## config.mk

```make
export PLATFORM = sky130hd
export DESIGN_NAME = lights_scanner
export DESIGN_NICKNAME = d
export VERILOG_FILES = /design/src/rtl/lights_pkg.sv /design/src/rtl/tick_prescaler.sv /design/src/rtl/lights_scanner.sv
export SDC_FILE = /design/constraint.sdc
export NUM_CORES = 1
export LEC_CHECK = 0
export BUFFER_PORTS_ARGS = -buffer_cell sky130_fd_sc_hd__buf_2
export CORE_MARGIN = 3
export CORE_UTILIZATION = 35
export CTS_BUF_LIST = sky130_fd_sc_hd__clkbuf_16
export DETAILED_ROUTE_END_ITERATION = 12
export PLACE_DENSITY_LB_ADDON = 0.2
export SETUP_SLACK_MARGIN = 0.05
export SYNTH_ARGS = -nofsm -noshare
export SYNTH_HDL_FRONTEND = slang
export SYNTH_SLANG_ARGS = --single-unit
```

## constraint.sdc

```tcl
create_clock -name clk -period 8 [get_ports clk]
set_input_delay 1.6 -clock clk [delete_from_list [all_inputs] [get_ports clk]]
set_output_delay 1.6 -clock clk [all_outputs]
set_load 0.01 [all_outputs]
```

## src/rtl/lights_pkg.sv

```systemverilog
// Shared encodings for the LED demo blocks: pattern modes, scanner FSM states, travel direction.
package lights_pkg;

    localparam logic [1:0] MODE_BOUNCE = 2'd0;
    localparam logic [1:0] MODE_ROTATE = 2'd1;
    localparam logic [1:0] MODE_BAR    = 2'd2;
    localparam logic [1:0] MODE_HOLD   = 2'd3;

    typedef enum logic [1:0] {
        ST_RESTART = 2'd0,
        ST_RUN     = 2'd1,
        ST_HOLD    = 2'd2
    } state_t;

    localparam logic DIR_DOWN = 1'b0;
    localparam logic DIR_UP   = 1'b1;

endpackage

```

## src/rtl/tick_prescaler.sv

```systemverilog
// Step-rate prescaler: counts 0..T-1 with T = CLK_DIV >> speed, emitting tick on the terminal count.
module tick_prescaler #(
    parameter int CLK_DIV = 12500000
) (
    input  logic       clk,
    input  logic       reset,
    input  logic       enable,
    input  logic [1:0] speed,
    output logic       tick
);

    localparam int CW = $clog2(CLK_DIV);

    logic [CW-1:0] count;
    logic [CW-1:0] term;

    assign term = CW'((CLK_DIV >> speed) - 1);
    // >= rather than == so a speed increase past the current count fires at once.
    assign tick = enable && (count >= term);

    always_ff @(posedge clk) begin
        if (!reset)
            count <= '0;
        else if (enable)
            count <= (count >= term) ? '0 : count + 1'b1;
    end

endmodule

```

## src/rtl/lights_scanner.sv

```systemverilog
// Parametrised LED pattern generator (bounce / rotate / bar / hold) with step and cycle_done pulses.
// Optional LIGHTS_SCANNER_TAIL_EN: also light the LED just behind the head in bounce and rotate.
import lights_pkg::*;

module lights_scanner #(
    parameter int N_LEDS  = 8,
    parameter int CLK_DIV = 12500000,
    parameter int PW      = $clog2(N_LEDS + 1)
) (
    input  logic              clk,
    input  logic              reset,
    input  logic              enable,
    input  logic [1:0]        mode,
    input  logic [1:0]        speed,
    output logic [N_LEDS-1:0] leds,
    output logic              step,
    output logic              cycle_done
);

    localparam logic [PW-1:0]     TOP  = PW'(N_LEDS - 1);
    localparam logic [PW-1:0]     FULL = PW'(N_LEDS);
    localparam logic [N_LEDS-1:0] ONE  = N_LEDS'(1);
    localparam logic [N_LEDS-1:0] ALL  = '1;

    state_t            state, state_nx;
    logic [1:0]        mode_q;
    logic [PW-1:0]     pos, pos_nx, level, level_nx;
    logic              dir, dir_nx;
    logic [N_LEDS-1:0] leds_nx, tail;
    logic              cd_nx, tick, restart, presc_rst;

    assign restart   = (state == ST_RESTART) || (mode != mode_q);
    // A restart clears the prescaler so the first step after it is a full period away.
    assign presc_rst = reset && !restart;

    tick_prescaler #(.CLK_DIV(CLK_DIV)) u_presc (
        .clk    (clk),
        .reset  (presc_rst),
        .enable (enable),
        .speed  (speed),
        .tick   (tick)
    );

`ifdef LIGHTS_SCANNER_TAIL_EN
    // The position being left is always the one behind the head, including at a reversal.
    assign tail = ONE << pos;
`else
    assign tail = '0;
`endif

    always_comb begin
        state_nx = state;
        pos_nx   = pos;
        dir_nx   = dir;
        level_nx = level;
        leds_nx  = leds;
        cd_nx    = 1'b0;
        if (restart) begin
            state_nx = (mode == MODE_HOLD) ? ST_HOLD : ST_RUN;
            pos_nx   = TOP;
            dir_nx   = DIR_DOWN;
            level_nx = '0;
            if (mode == MODE_BAR)
                leds_nx = '0;
            else if (mode != MODE_HOLD)
                leds_nx = ONE << TOP;
        end else if (state == ST_RUN && tick) begin
            case (mode_q)
                MODE_BOUNCE: begin
                    if (dir == DIR_DOWN) begin
                        if (pos == '0) begin
                            pos_nx = PW'(1);
                            dir_nx = DIR_UP;
                        end else
                            pos_nx = pos - 1'b1;
                    end else if (pos == TOP) begin
                        pos_nx = TOP - 1'b1;
                        dir_nx = DIR_DOWN;
                    end else
                        pos_nx = pos + 1'b1;
                    cd_nx = (pos_nx == TOP);
                end
                MODE_ROTATE: begin
                    pos_nx = (pos == '0) ? TOP : pos - 1'b1;
                    cd_nx  = (pos == '0);
                end
                default: begin
                    // Bar starts at level 0 pointing down, so the first step flips it to filling.
                    if (dir == DIR_DOWN) begin
                        if (level == '0) begin
                            level_nx = PW'(1);
                            dir_nx   = DIR_UP;
                        end else
                            level_nx = level - 1'b1;
                    end else if (level == FULL) begin
                        level_nx = FULL - 1'b1;
                        dir_nx   = DIR_DOWN;
                    end else
                        level_nx = level + 1'b1;
                    cd_nx = (level_nx == '0);
                end
            endcase
            if (mode_q == MODE_BAR)
                leds_nx = ~(ALL >> level_nx);
            else
                leds_nx = (ONE << pos_nx) | tail;
        end
    end

    always_ff @(posedge clk) begin
        if (!reset) begin
            state      <= ST_RESTART;
            mode_q     <= mode;
            pos        <= TOP;
            dir        <= DIR_DOWN;
            level      <= '0;
            leds       <= '0;
            step       <= 1'b0;
            cycle_done <= 1'b0;
        end else begin
            state      <= state_nx;
            mode_q     <= mode;
            pos        <= pos_nx;
            dir        <= dir_nx;
            level      <= level_nx;
            leds       <= leds_nx;
            step       <= tick && !restart;
            cycle_done <= cd_nx;
        end
    end

endmodule

```

[Word level (Yosys, flattened, before mapping)]
Cells that the tools add are included.
Storage, ports and cells
  output and inout bits: 10
  input bits: 7
  register bits: 47
Operators by class
  bitwise logic cells: 4
  eq/ne operators: 11
  add/sub/neg operators: 6
  $lt $le $gt $ge: 1
  reductions and logical operators: 17
  shifts and indexed selects: 3
  multiplexer cells: 34
Operators with widths (number)
  $mux 4: 18
  $mux 8: 5
  $add 24x1->24 const B: 1
  $ge 24x24->1: 1
  $mux 24: 1
  $shr 24x2->24 const A: 1
  $sub 24x2->24 const B: 1
  $logic_not 4->1: 3
  $add 4x1->4 const B: 2
  $eq 4x3->1 const B: 2
  $not 8->8: 1
  $pmux 4 s2: 1
  $shl 1x4->8 const A: 1
  $shr 8x4->8 const A: 1
  $sub 4x1->4 const B: 2
  $eq 2x2->1 const B: 3
  $mux 1: 6
  $eq 2x1->1 const B: 2
  $eq 4x4->1 const B: 1
  $logic_and 1x1->1: 4
  $logic_not 2->1: 2
  $pmux 1 s2: 2
  $reduce_and 2->1: 2
  $reduce_or 2->1: 2
  9 further kinds: 11

[Longest topological paths before layout]
  depth after elaboration: 15
  mapped depth: 15
  gate-level depth less buffers: 13

[Cells and area by module]
Synthesis repeated with hierarchy kept, for this count alone.
Second synthesis, totals
  cells, all modules: 432
  area total of the unflattened synthesis: 3578.4 um2
Modules (own cells, without submodules)
  lights_scanner: instances 1, area an instance 1835.5 um2, cells each 228
  tick_prescaler: instances 1, area an instance 1742.9 um2, cells each 204

[Least setup slack after synthesis]
OpenSTA, ideal clock, no wires.
  path type: input to register
  start point: input speed[1]
  end point: register pos[1]
  path buffers: 2
  required time: 7.864 ns
  slack: 4.131 ns
  cell stages on the path: 14
  arrival: 3.733 ns
  cells stage by stage: inv_1 nor2_1 inv_1 ha_1 ha_1 nand2_1 o21ai_0 a211oi_1 a2111oi_4 o211ai_2 buf_4 buf_2 mux2i_1 nand2_1
Between the ends
  word-level cells in the longest chain between the ends: 5
Ends and longest elaborated chain
  start, declared: line lights_scanner.sv:14  | input logic [1:0] speed,
  $shr 24x2->24: line tick_prescaler.sv:17  | assign term = CW'((CLK_DIV >> speed) - 1);
  $sub 24x2->24: line tick_prescaler.sv:17
  $ge 24x24->1: line tick_prescaler.sv:19  | assign tick = enable && (count >= term);
  $logic_and 1x1->1: line tick_prescaler.sv:19
  $logic_and 1x1->1: line lights_scanner.sv:67  | end else if (state == ST_RUN && tick) begin
  end signal, assigned: line lights_scanner.sv:123  | pos <= pos_nx;
  end, declared: line lights_scanner.sv:27  | logic [PW-1:0] pos, pos_nx, level, level_nx;
No other way between the ends.
A chain may end at the register's enable or synchronous reset.

[Worst setup path in the final report]
  start point: input speed[0]
  end point: register leds[3]
Between the ends
  word-level cells in the longest chain between the ends: 7
Ends and longest elaborated chain
  $shr 24x2->24: line tick_prescaler.sv:17
  $sub 24x2->24: line tick_prescaler.sv:17
  $ge 24x24->1: line tick_prescaler.sv:19
  $logic_and 1x1->1: line tick_prescaler.sv:19
  $logic_and 1x1->1: line lights_scanner.sv:67
  $reduce_bool 2->1 (no source line)
  $reduce_and 2->1 (no source line)
  end signal, assigned: line lights_scanner.sv:126  | leds <= leds_nx;
  end, declared: line lights_scanner.sv:15  | output logic [N_LEDS-1:0] leds,
No other way between the ends.

==> key figures <==
Clock tree
  – Setup bufs post-CTS: 0
  – Cts repair resizes: 0
  – CTS tree: yes
  – CTS max path bufs: 2
  – Clk root buf: clkbuf_16
  – CTS hold repair buffers: 0
  – Clock slew at reported path FFs: 0.06 ns
  – H-tree levels: 2
  – Clock sinks: 47
  – Inserted Clock Buffers: 5
  – Clk_lat worst skew: 0.29 ns

Die
  – Starting Density: 0.3640
  – Core ar.: 8806 µm²
  – Die footprint: 10340 µm²
  – Die H: 101.7 µm
  – Num rows: 34
  – Die width: 101.7 µm
  – # IOs: 17

Timing
  – Final setup vio count: 0
  – Fin. Hold Viols: 0
  – Setup tns final: 0 ns
  – Layout Skew: 0.006350 ns
  – Minimum clock period: 4.339 ns
  – FMAX: about 230 MHz
  – Crit share post-route: 0.5423
  – RSZ-0062 raised after global routing: false
  – Slew Viols, Final: 0
  – Worst-Margin Slew: 0.8055 ns
  – Post-route setup slack: 3.661 ns
  – Relative slew margins: 0.4614
  – Final hold slack: 0.4731 ns

Placement
  – Post-place setup slack: 3.333 ns
  – Post-DP HPWL: 5.643 mm
  – Port Buffers: 16
  – Final GP Congestion: about 0.8
  – Area after DPL: 3359 µm²

Power
  – Pwr Total: roughly 0.48 mW
  – Pwr per Cell Area: 136.9 nW/µm²
  – Clock power share: 0.432
  – Register share of total power: 0.498
  – Psw: 0.1159 mW
  – Comb pwr share: 0.070
  – Sw frac: 0.2416
  – Static Leak: 1.356 nW
  – P_int: 0.3637 mW
  – Maximum VDD drop: approximately 0.074 mV

Logic synthesis
  – Synth unique cells: 61
  – Most used DFF post-synth: dfxtp_1
  – Synthesis-stage register bit count: 47
  – Avg Cell Area, Syn: 7.876 µm²
  – Async S/R FF share, synth: 0
  – Post-synth EDFFs: 0
  – Cell count after synthesis: 407
  – Syn. warnings: 0
  – Sequential-to-total area share from yosys stat: 0.2935
  – Netlist Area Pre-Place: 3206 µm²

Run status
  – Status: complete, no violations

GRT
  – Number of global-route vias before repair: 2680
  – Global route hottest layer: met2
  – Met3 usage in global routing: 0.02273
  – Grt total ovfl: 0
  – Largest net degree at the start of global routing: 21
  – First-pass GRT wire length: 12.79 mm
  – Global-route usage over all layers: 0.1508
  – Initial antenna violation count: 0
  – Met2 Use GR: 0.2671
  – Met1 usage: 0.1932

Run
  – Max-cap violations: 0

Route
  – Vias per cell: 5.443
  – Via count: 2852
  – Starting DRT DRC Count: 108
  – Residual DRC: 0
  – Post-DR wirelength/cell: 14.23 µm
  – Detail Route Antenna Nets: 0
  – Detailed Routing Iterations Pass 1: 4
  – Drt total wl: about 7.5 mm

Worst setup path
  – Setup slack, reg-to-reg: between 5 and 6 ns
  – CP max FO: 20
  – Required @ worst endpoint: 8.20 ns
  – Worst EP arrival: roughly 4.5 ns
  – CP Capture Type: register
  – Kind of critical path: in -> reg
  – Element type at the critical path start: input pin

Hold path
  – Worst min path class: reg -> reg

Layout
  – Synth-to-Final Area Change: 9.290%
  – Layout Nets: 449
  – Antenna diodes: 0
  – Fin area: 3503 µm²
  – Share of cells above drive strength 1: 0.09856
area by class of cell:
| cell class | instances | area [µm²] |
|---|---|---|
| clock buffer | 5 | 125.1 |
| clock inverter | 3 | 18.77 |
| fill | 926 | 5303 |
| inverter | 20 | 75.07 |
| multi-input combinational | 324 | 2121 |
| sequential | 47 | 940.9 |
| tap | 108 | 135.1 |
| timing repair buffer | 17 | 87.58 |
cell usage after synthesis, types with 2 or more instances:
cell type  number  area, µm²
nor2_1         53      198.9
dfxtp_1        47      940.9
nand2_1        30      112.6
nand3_1        29      145.1
ha_1           27      337.8
a21oi_1        25      125.1
inv_1          19      71.32
o21ai_0        19      95.09
xnor2_1        12      105.1
xor2_1         12      105.1
clkbuf_1       11      41.29
nor2b_1        10      62.56
nor3_1          8      40.04
a22oi_1         6      45.04
nand4_1         6      37.54
o31ai_1         6      45.04
a211oi_1        5      37.54
a31oi_1         5      31.28
and4_1          5      43.79
a21o_1          4      30.03
or2_2           4      25.02
a22o_1          3      26.28
and2_1          3      18.77
and3_1          3      18.77
buf_2           3      15.01
mux2i_1         3      30.03
nand2b_1        3      18.77
o311a_1         3      30.03
or3_1           3      18.77
a211o_1         2      17.52
conb_1          2      7.510
mux2_2          2      22.52
nand3b_1        2      15.01
nor3b_1         2      15.01
nor4_1          2      12.51
o211ai_1        2      15.01
o211ai_2        2      25.02
path summary, 6_finish.rpt:
| path | to | startpoint | depth (start not counted) |
|---|---|---|---|
| hold reg to reg | leds[4] | leds[4] | 2 |
| setup / recovery | leds[3] | speed[0] | 13 |
| hold / removal | leds[4] | leds[4] | 2 |
| setup reg to reg | leds[3] | u_presc.count[0] | 8 |
registers in the layout (all words and copies together), names as in the netlist:
signal	cells
u_presc.count	24
leds	8
level	4
pos	4
mode_q	2
state	2
cycle_done	1
dir	1
step	1
logic make-up (layout without fill, tap and decap cells):
family / after synthesis / in the layout / share of synthesized area
AOI/OAI and AO/OA: 95 / 95 / 0.2045
xor gates and xnor gates: 24 / 24 / 0.06557
adders and majority gates: 28 / 28 / 0.1085
buffers and inverters: 37 / 45 / 0.04605
DFF: 47 / 47 / 0.2935
muxes: 5 / 5 / 0.01639
other: 2 / 3 / 0.002343
and+or+nand+nor: 169 / 169 / 0.2631
cells in the final DEF, fill, tap and decap left out, types with 4 or more instances in the layout:
| cell type | instances |
|---|---|
| a22oi_1 | 6 |
| o21ai_0 | 18 |
| a21oi_1 | 25 |
| nand4_1 | 6 |
| inv_1 | 19 |
| xnor2_1 | 12 |
| and4_1 | 5 |
| clkbuf_16 | 5 |
| a31oi_1 | 5 |
| ha_1 | 27 |
| nor2_1 | 53 |
| nor3_1 | 8 |
| nand3_1 | 29 |
| buf_2 | 16 |
| nor2b_1 | 10 |
| o31ai_1 | 6 |
| a211oi_1 | 5 |
| nand2_1 | 30 |
| or2_2 | 4 |
| xor2_1 | 12 |
| dfxtp_1 | 47 |
| a21o_1 | 4 |
critical path: stages:
cell and delay, ns:
buf_2 0.16, inv_1 0.09, nor2_1 0.18, inv_1 0.07, ha_1 0.28, ha_1 0.28
nand2_1 0.05, o21ai_0 0.16, a211oi_1 0.14, a2111oi_4 0.38, o211ai_2 0.41, or3b_4 0.52
o31ai_1 0.24
metal layers:
layer / share of wire / routed length (µm)
met5: 0 / 0
met4: 0.0079 / 59
met1: 0.47 / 3506
met3: 0.024 / 180
met2: 0.50 / 3707
per-stage QoR:
step | cells | util
after floorplan | 408 | -
after global placement | 516 | 0.3815
after detailed placement | 516 | 0.3815
after CTS | 524 | 0.3978
after global routing | 524 | 0.3978
final | 524 | 0.3978
power by group through the flow:
stage	sequential (mW)	clock, mW	combinational (mW)
after floorplan	0.242	0	0.0259
after global placement	0.244	0	0.0336
after detailed placement	0.244	0	0.0337
after CTS	0.239	0.213	0.0338
after global routing	0.239	0.224	0.0386
final	0.239	0.207	0.0336
Power figures use the tool's default switching activity.
